==> config.mk <==
export PLATFORM = sky130hd
export DESIGN_NAME = uart_tx_scheduler
export DESIGN_NICKNAME = d
export VERILOG_FILES = /design/src/rtl/uart_tx_scheduler.sv
export SDC_FILE = /design/constraint.sdc
export NUM_CORES = 1
export LEC_CHECK = 0
export CORE_MARGIN = 4
export CORE_UTILIZATION = 50
export DETAILED_ROUTE_END_ITERATION = 12
export GPL_TIMING_DRIVEN = 0
export PLACE_DENSITY = 0.7
export SYNTH_ARGS = -nofsm -noshare
export SYNTH_HDL_FRONTEND = slang
export SYNTH_SLANG_ARGS = --single-unit
==> constraint.sdc <==
create_clock -name clk -period 6.67 [get_ports clk]
set_clock_uncertainty 0.15 [all_clocks]
set_input_delay 1.334 -clock clk [delete_from_list [all_inputs] [get_ports clk]]
set_output_delay 1.334 -clock clk [all_outputs]
set_load 0.05 [all_outputs]
==> src/rtl/uart_tx_scheduler.sv <==
// Round-robin scheduler that merges keypad bytes (req 0, optionally prefixed) and host bytes
// (req 1) into a byte FIFO, then paces them into a start/busy UART serializer.
module uart_tx_scheduler #(
   parameter int         DEPTH      = 8,
   parameter logic [7:0] PREFIX0    = 8'h32,
   parameter bit         PREFIX0_EN = 1'b1,
   parameter int         GAP_CYCLES = 16
) (
   input  logic                         clk,
   input  logic                         rst,
   input  logic [1:0]                   req_valid,
   input  logic [15:0]                  req_data,
   output logic [1:0]                   req_ready,
   output logic [7:0]                   tx_data,
   output logic                         tx_start,
   input  logic                         tx_busy,
   output logic [$clog2(DEPTH+1)-1:0]   fifo_count,
   output logic                         overflow
);

   localparam int AW    = $clog2(DEPTH);
   localparam int CW    = $clog2(DEPTH + 1);
   localparam int TW    = $clog2(GAP_CYCLES + 2);
   localparam int NEED0 = PREFIX0_EN ? 2 : 1;

   typedef enum logic [1:0] {S_IDLE, S_WAIT_BUSY, S_WAIT_DONE, S_GAP} state_t;

   logic [7:0]    mem_q [DEPTH];
   logic [AW-1:0] wr_ptr_q, rd_ptr_q, wr_p1;
   logic [CW-1:0] count_q, free_w;
   logic [1:0]    ready_q;
   logic          rr_q;
   logic          ovf_q;

   logic [1:0]    want, room, elig, starve, grant;
   logic [1:0]    n_push;
   logic          launch, pop;

   state_t        state_q, state_d;
   logic [TW-1:0] tmr_q, tmr_d;
   logic          start_d, tx_start_q;
   logic [7:0]    data_d, tx_data_q;

   // A requester in its ready cycle still shows valid, so it is masked out for that cycle.
   always_comb begin
      free_w = CW'(DEPTH) - count_q;
      want   = req_valid & ~ready_q;
      room   = {free_w != '0, free_w >= CW'(NEED0)};
      elig   = want & room;
      starve = want & ~room;
      grant  = elig;
      if (elig == 2'b11) grant = rr_q ? 2'b10 : 2'b01;
      n_push = 2'd0;
      if (grant[0])      n_push = 2'(NEED0);
      else if (grant[1]) n_push = 2'd1;
   end

   assign wr_p1  = wr_ptr_q + AW'(1);
   assign launch = (state_q == S_IDLE) && (count_q != '0) && !tx_busy;

   always_ff @(posedge clk) begin
      if (rst) begin
         ready_q  <= '0;
         rr_q     <= 1'b0;
         ovf_q    <= 1'b0;
         wr_ptr_q <= '0;
         rd_ptr_q <= '0;
         count_q  <= '0;
      end else begin
         ready_q  <= grant;
         if (|grant) rr_q <= grant[0];
         ovf_q    <= ovf_q | (|starve);
         wr_ptr_q <= wr_ptr_q + AW'(n_push);
         rd_ptr_q <= rd_ptr_q + AW'(pop);
         count_q  <= count_q + CW'(n_push) - CW'(pop);
      end
   end

   // Prefix and keypad byte land in adjacent slots in one write, so nothing can interleave.
   always_ff @(posedge clk) begin
      if (grant[0]) begin
         if (PREFIX0_EN) begin
            mem_q[wr_ptr_q] <= PREFIX0;
            mem_q[wr_p1]    <= req_data[7:0];
         end else begin
            mem_q[wr_ptr_q] <= req_data[7:0];
         end
      end else if (grant[1]) begin
         mem_q[wr_ptr_q] <= req_data[15:8];
      end
   end

   always_ff @(posedge clk) begin
      if (rst) begin
         state_q    <= S_IDLE;
         tmr_q      <= '0;
         tx_start_q <= 1'b0;
         tx_data_q  <= 8'h00;
      end else begin
         state_q    <= state_d;
         tmr_q      <= tmr_d;
         tx_start_q <= start_d;
         tx_data_q  <= data_d;
      end
   end

   // WAIT_BUSY gives the serializer two cycles (including the start cycle) to answer.
   always_comb begin
      state_d = state_q;
      tmr_d   = tmr_q;
      case (state_q)
         S_IDLE: begin
            if (launch) begin
               state_d = S_WAIT_BUSY;
               tmr_d   = '0;
            end
         end
         S_WAIT_BUSY: begin
            if (tx_busy) begin
               state_d = S_WAIT_DONE;
            end else if (tmr_q == TW'(1)) begin
               state_d = S_GAP;
               tmr_d   = '0;
            end else begin
               tmr_d = tmr_q + TW'(1);
            end
         end
         S_WAIT_DONE: begin
            if (!tx_busy) begin
               state_d = S_GAP;
               tmr_d   = '0;
            end
         end
         S_GAP: begin
            if (tmr_q == TW'(GAP_CYCLES - 1)) state_d = S_IDLE;
            else                               tmr_d   = tmr_q + TW'(1);
         end
         default: state_d = S_IDLE;
      endcase
   end

   always_comb begin
      pop     = 1'b0;
      start_d = 1'b0;
      data_d  = tx_data_q;
      if (launch) begin
         pop     = 1'b1;
         start_d = 1'b1;
         data_d  = mem_q[rd_ptr_q];
      end
   end

   assign req_ready  = ready_q;
   assign tx_start   = tx_start_q;
   assign tx_data    = tx_data_q;
   assign fifo_count = count_q;
   assign overflow   = ovf_q;

endmodule

==> results of run 1 <==
[layout by cell type (no fill, tap or decap), drive strengths merged, types with 2 or more instances in the layout]
| cell | n |
|---|---|
| a2111o | 3 |
| a211oi | 11 |
| a21oi | 30 |
| a31o | 3 |
| and2 | 4 |
| buf | 7 |
| bufinv | 2 |
| clkbuf | 22 |
| clkdlybuf4s50 | 36 |
| clkinvlp | 2 |
| dfxtp | 30 |
| edfxtp | 64 |
| fa | 2 |
| ha | 18 |
| inv | 23 |
| mux2i | 9 |
| mux4 | 16 |
| nand2 | 21 |
| nand2b | 6 |
| nand3 | 11 |
| nor2 | 34 |
| nor2b | 8 |
| nor3 | 6 |
| o2111ai | 3 |
| o21ai | 48 |
| o31ai | 5 |
| xnor2 | 3 |
| xor2 | 5 |
[worst paths after layout]
check / from / to / slack (ps)
worst max-delay path: req_valid[1] / fifo_count[2] / 2290
worst min-delay path: tx_data[0] / tx_data[0] / 350
worst max register to register: fifo_count[1] / fifo_count[2] / 2650
worst min register to register: tx_data[0] / tx_data[0] / 350
[cell families after synthesis]
logic type,count (synthesis),synth area share [%]
flops,94,54.5
buf+inv,35,3.03
compound gates,112,14.9
fa+ha+maj,20,5.73
simple gates,96,10.6
xor+xnor,8,1.51
mux,25,9.73
[registers in the layout, summed over array words and instances, names as in the netlist]
name and flops:
rr_q 1, overflow 1, tx_data 8, fifo_count 4
rd_ptr_q 3, state_q 2, tmr_q 5, mem_q 64
wr_ptr_q 3, req_ready 2, tx_start 1
[worst max-delay path, delay by kind of cell]
| family | cells | cell delay (ps) |
|---|---|---|
| adder cells (fa/ha/maj) | 3 | 930 |
| XOR/XNOR | 1 | 140 |
| AO/OA/AOI/OAI | 2 | 890 |
| AND/OR/NAND/NOR | 2 | 270 |
| buffers and inverters | 4 | 910 |
[stage by stage]
| stage | util [%] | setup slack (ps) | hold slack [ps] | instance area, µm² |
|---|---|---|---|---|
| floorplan | - | 3080 | 312 | 4630 |
| global placement | 57.9 | 1940 | 320 | 5120 |
| detailed placement | 58.6 | 1890 | 342 | 5180 |
| CTS | 61.1 | 2280 | 359 | 5400 |
| global route | 61.1 | 2100 | 368 | 5400 |
| finish | 61.1 | 2290 | 352 | 5400 |
[power by group through the flow]
stage / sequential, mW / combinational, mW / clock [mW]
CTS: 0.922 / 1.26 / 0.430
detailed placement: 0.936 / 1.26 / 0
global placement: 0.929 / 1.20 / 0
global route: 0.940 / 1.37 / 0.457
floorplan: 1.05 / 0.763 / 0
finish: 0.922 / 1.26 / 0.427
[routing by layer]
metal | routed length, µm | vias to the layer above
li1 | - | 1571
met1 | 4520 | 1626
met2 | 5120 | 116
met3 | 690 | 17
met4 | 208 | 0
met5 | 0 | -
[layout make-up]
type                       instances  area (µm²)  area share (%)
timing repair buffer              41         398            7.36
clock inverter                     6        95.1            1.76
tap                              108         135            2.50
sequential                        94        2520            46.7
buffer                            14        61.3            1.13
clock buffer                      10         128            2.36
multi-input combinational        261        1990            36.7
inverter                          21        78.8            1.46
==> run_results.csv, run 1 <==
group,metric,value,unit
power,p_clk_share,16.4,%
final_layout,fillers,745,
synth,ys_seq_area_share,54.5,%
cts,root_buffer,"clkbuf_8",
synth,netlist_top_cells_area,"edfxtp_1, dfxtp_1, mux4_2",
synth,synth_common_cells,"edfxtp_1, o21ai_0, nor2_1",
final_layout,area_growth,16.8,%
global_route,grt-busiest-layer,"met2",
synth,synth-edff-count,64,
cts,ctsResizeCount,0,
run_status,status,"complete, no violations",
synth,synth_cell_types,47,
power,p_total,2.61,mW
synth,async_flop_share,0,%
global_route,grt_pass1_wl,16.5,mm
critical_path,critPathKind,"primary input to flip-flop",
global_route,grtUsageMet1,24.8,%
power,power_frac_seq,35.3,%
critical_path,critPathMaxFanout,7,
floorplanning,coreArea,0.00885,mm²
sta,max_freq,228,MHz
final_layout,drive_gt1_share,11.9,%
cts,cts_hold_buf,0,
power,swShare,42.1,%
critical_path,crit_path_end_kind,"flip-flop",
synth,synth_most_common_cell,"edfxtp_1",
synth,syn_inst,390,
placement,portBuffers,36,
route,drtPass1Iterations,5,
synth,synth_fp_nets,431,
sta,tightest_slew,1080,ps
sta,setup_violations,0,
floorplanning,num_rows,34,
critical_path,crit_chain,"clkdlybuf4s50_1 -> nor2b_1 -> o31ai_1 -> a31oi_1 -> inv_1 -> ha_1 -> inv_1 -> ha_1 -> inv_1 -> fa_1 -> xor2_1 -> nor2_1",
route,postRouteAntennaNets,0,
power,max-vdd-ir-drop,0.193,mV
min_path,hold_path.class,"flip-flop to flip-flop",
cts,cts_buffer_depth,2,
power,p_comb_share,48.4,%
global_route,antenna_found_initial,0,
power,p_per_area,484,mW/mm²
critical_path,slowest_stage,"a31oi_1",
sta,tns,0,ps
cts,insertion_delay,370,ps
floorplanning,die_height,104,µm
critical_path,critPathLaunchType,"primary input",
synth,synth_top_area_cell,"edfxtp_1",
placement,dp_hpwl,7.41,mm
global_route,use_met2,33.8,%
final_layout,finalNetCount,483,
synth,yosysTopAreaCellShare,41.5,%
synth,syn-cell-area,0.00463,mm²
critical_path,cp.required,6760,ps
route,remaining_drc_errors,0,
sta,max_slew_margin,27.3,%
sta,rsz0062_at_grt,"false",
route,vias_per_cell,6.00,
placement,placed_cells,539,
power,p_leak,1.82,nW
global_route,track_usage,19.8,%
final_layout,n_antenna_cell,0,
cts,clock_sinks,94,
sta,fin_crit_sh,65.7,%
cts,cts_tree,"built",
floorplanning,initial_core_util,52.3,%
cts,numCtsBuffers,9,
cts,clk_pin_slew,100,ps
floorplanning,die_x,104,µm
final_layout,fin_cells,555,
sta,finalMaxSlewViolations,0,
route,drtIter0Drc,211,
global_route,use_met3,4.72,%
floorplanning,die-area,0.0109,mm²
route,wl_per_cell,19.0,µm
global_route,grt_pass1_vias,3236,
route,vias,3330,
synth,ys_ff_latch,94,
critical_path,cp_slowest_stage_delay,750,ps
global_route,overflow,0,
placement,gp_congestion,0.819,
critical_path,worstPathArrival,4470,ps
critical_path,worstRegToRegCells,13,
synth,yosysWarnings,0,
global_route,grt_start_max_net_pins,18,
floorplanning,ios,37,
synth,syn_area_per_cell,11.9,µm²
cts,cts_setup_buffers,0,
power,internal-power,1.51,mW
run,maxCapViolations,0,
sta,layout_min_cycle_time,4380,ps
min_path,hold_depth,2,
synth,ys.flop_type,"edfxtp_1",
power,switchingPower,1.10,mW
route,wirelength,10.5,mm
critical_path,path_common_cell,"inv_1",
cts,htreeDepth,3,
sta,hold_violations,0,
No activity file was read; power rests on OpenSTA's default activity.
==> run 2: changes to the inputs <==
Clock period 6.67 ns to 4.4 ns, I/O delays scaled along.
==> results of run 2 <==
Same layout as run 1 (identical final DEF). Status: complete, no violations.
Main changes from that run: setup slack after placement 1890 ps -> 71.9 ps; setup slack after layout 2290 ps -> 384 ps; start point of the critical path req_valid[1] -> fifo_count[1]; register-to-register setup slack 2650 ps -> 380 ps; total power 2.61 mW -> 3.96 mW; worst IR drop on VDD 0.193 mV -> 0.293 mV
==> run 3: changes to the inputs <==
Settings changed: GPL_TIMING_DRIVEN 0 to not set, SETUP_SLACK_MARGIN set to 0.3.
==> run_results.csv, run 3 (synthesis results as in run 1) <==
group,metric,value,unit
placement,placed_area,0.00513,mm²
sta,tns,0,ps
power,p_per_area,737,mW/mm²
cts,clk_pin_slew,90,ps
cts,cts_setup_buffers,0,
final_layout,finalNetCount,473,
final_layout,top_register,"mem_q",
min_path,hold_depth,2,
route,drtIter0Drc,145,
critical_path,crit_end,"fifo_count[2]",
floorplanning,ios,37,
global_route,antenna_found_initial,0,
placement,gp_congestion,0.824,
final_layout,area_growth,16.3,%
critical_path,critPathMaxFanout,8,
critical_path,critPathKind,"flip-flop to flip-flop",
critical_path,reg2reg_slack,1080,ps
run_status,status,"complete, no violations",
critical_path,crit_path_end_kind,"flip-flop",
floorplanning,num_rows,34,
cts,htreeDepth,3,
route,wl_per_cell,18.6,µm
cts,clock_sinks,94,
critical_path,startpoint,"fifo_count[1]",
global_route,overflow,0,
floorplanning,die_x,104,µm
run,maxCapViolations,0,
route,vias_per_cell,5.88,
sta,max_slew_margin,37.8,%
sta,rsz0062_at_grt,"false",
sta,tightest_slew,931,ps
critical_path,r2r-start,"fifo_count[1]",
cts,root_buffer,"clkbuf_8",
route,drtPass1Iterations,5,
global_route,grt_pass1_vias,3134,
global_route,track_usage,19.5,%
placement,portBuffers,36,
critical_path,critPathLaunchType,"flip-flop",
cts,insertion_delay,350,ps
sta,max_freq,302,MHz
cts,numCtsBuffers,9,
global_route,grt_pass1_wl,16.5,mm
final_layout,drive_gt1_share,11.9,%
route,vias,3202,
cts,cts_hold_buf,0,
sta,fin_crit_sh,75.4,%
sta,finalMaxSlewViolations,0,
cts,cts_buffer_depth,2,
critical_path,worstPathArrival,3400,ps
critical_path,cp.required,4480,ps
placement,dp_hpwl,7.10,mm
floorplanning,initial_core_util,52.3,%
final_layout,final_common_cell,"edfxtp_1",
final_layout,n_antenna_cell,0,
final_layout,fin_area,0.00538,mm²
floorplanning,coreArea,0.00885,mm²
route,remaining_drc_errors,0,
min_path,hold_path.class,"flip-flop to flip-flop",
critical_path,r2r-end,"fifo_count[2]",
sta,hold_violations,0,
floorplanning,die-area,0.0109,mm²
global_route,grt_start_max_net_pins,19,
route,wirelength,10.1,mm
final_layout,layout_common_cells,"edfxtp_1, o21ai_0, clkdlybuf4s50_1",
final_layout,largest_register_ffs,64,
critical_path,worstRegToRegCells,14,
sta,setup_violations,0,
cts,cts_tree,"built",
power,max-vdd-ir-drop,0.332,mV
cts,ctsResizeCount,0,
power,p_leak,1.82,nW
route,postRouteAntennaNets,0,
floorplanning,die_height,104,µm
sta,layout_min_cycle_time,3320,ps
-- run 3: changes by cell type in the layout (fill, tap and decap cells not counted), moves of 2 or more --
cell | before | now
buf_4 | 5 | 9
clkbuf_1 | 13 | 1
clkinv_4 | 0 | 2
clkinvlp_4 | 2 | 0
o31ai_1 | 1 | 5
o31ai_2 | 4 | 0
-- run 3: metal layers --
| metal | share of wire, % | GRT usage, % | vias to the layer above |
|---|---|---|---|
| li1 | - | - | 1550 |
| met1 | 45 | 26.3 | 1566 |
| met2 | 49 | 32.4 | 74 |
| met3 | 4.4 | 3.79 | 12 |
| met4 | 1.1 | 5.13 | 0 |
| met5 | 0 | 0 | - |
-- run 3: how the worst min path moves through the flow --
stage,to,slack (ps),from
finish,tx_data[5],350,tx_data[5]
global route,tx_data[7],370,tx_data[7]
CTS,tx_data[5],350,tx_data[5]
detailed placement,overflow,330,overflow
global placement,overflow,330,overflow
floorplan,tmr_q[3],310,tmr_q[3]
-- run 3: cell type report --
| class | instances | area (µm²) |
|---|---|---|
| clock buffers | 10 | 128 |
| clock inverters | 6 | 119 |
| repair buffers | 45 | 428 |
| flip-flops and latches | 94 | 2520 |
| inverters | 21 | 78.8 |
| fillers | 729 | 3470 |
| multi-input cells | 261 | 1970 |
| well taps | 108 | 135 |
-- run 3: stage by stage --
stage | util [%] | worst slack [ps] | power [mW] | hold slack (ps) | instances
after floorplan | - | 992 | 2.74 | 312 | 390
after global placement | 58.0 | 924 | 3.25 | 328 | 529
after detailed placement | 58.0 | 834 | 3.30 | 333 | 529
after CTS | 60.8 | 1060 | 3.99 | 355 | 545
after global routing | 60.8 | 847 | 4.24 | 370 | 545
final | 60.8 | 1080 | 3.97 | 351 | 545
-- run 3: critical path, stage by stage, from the launching register on --
cell      delay, ps
dfxtp_1         510
inv_1           120
ha_1            290
a211oi_1        280
nand4_1         200
a31oi_1         210
buf_4           200
inv_1           110
ha_1            280
inv_1            50
ha_1            150
inv_1            50
fa_1            370
xor2_1          140
nor2_1           50
-- run 3: power breakdown --
group | switching, mW | total, mW | internal, mW
combinational | 1.13 | 1.80 | 0.671
clock | 0.314 | 0.698 | 0.384
sequential | 0.184 | 1.47 | 1.28
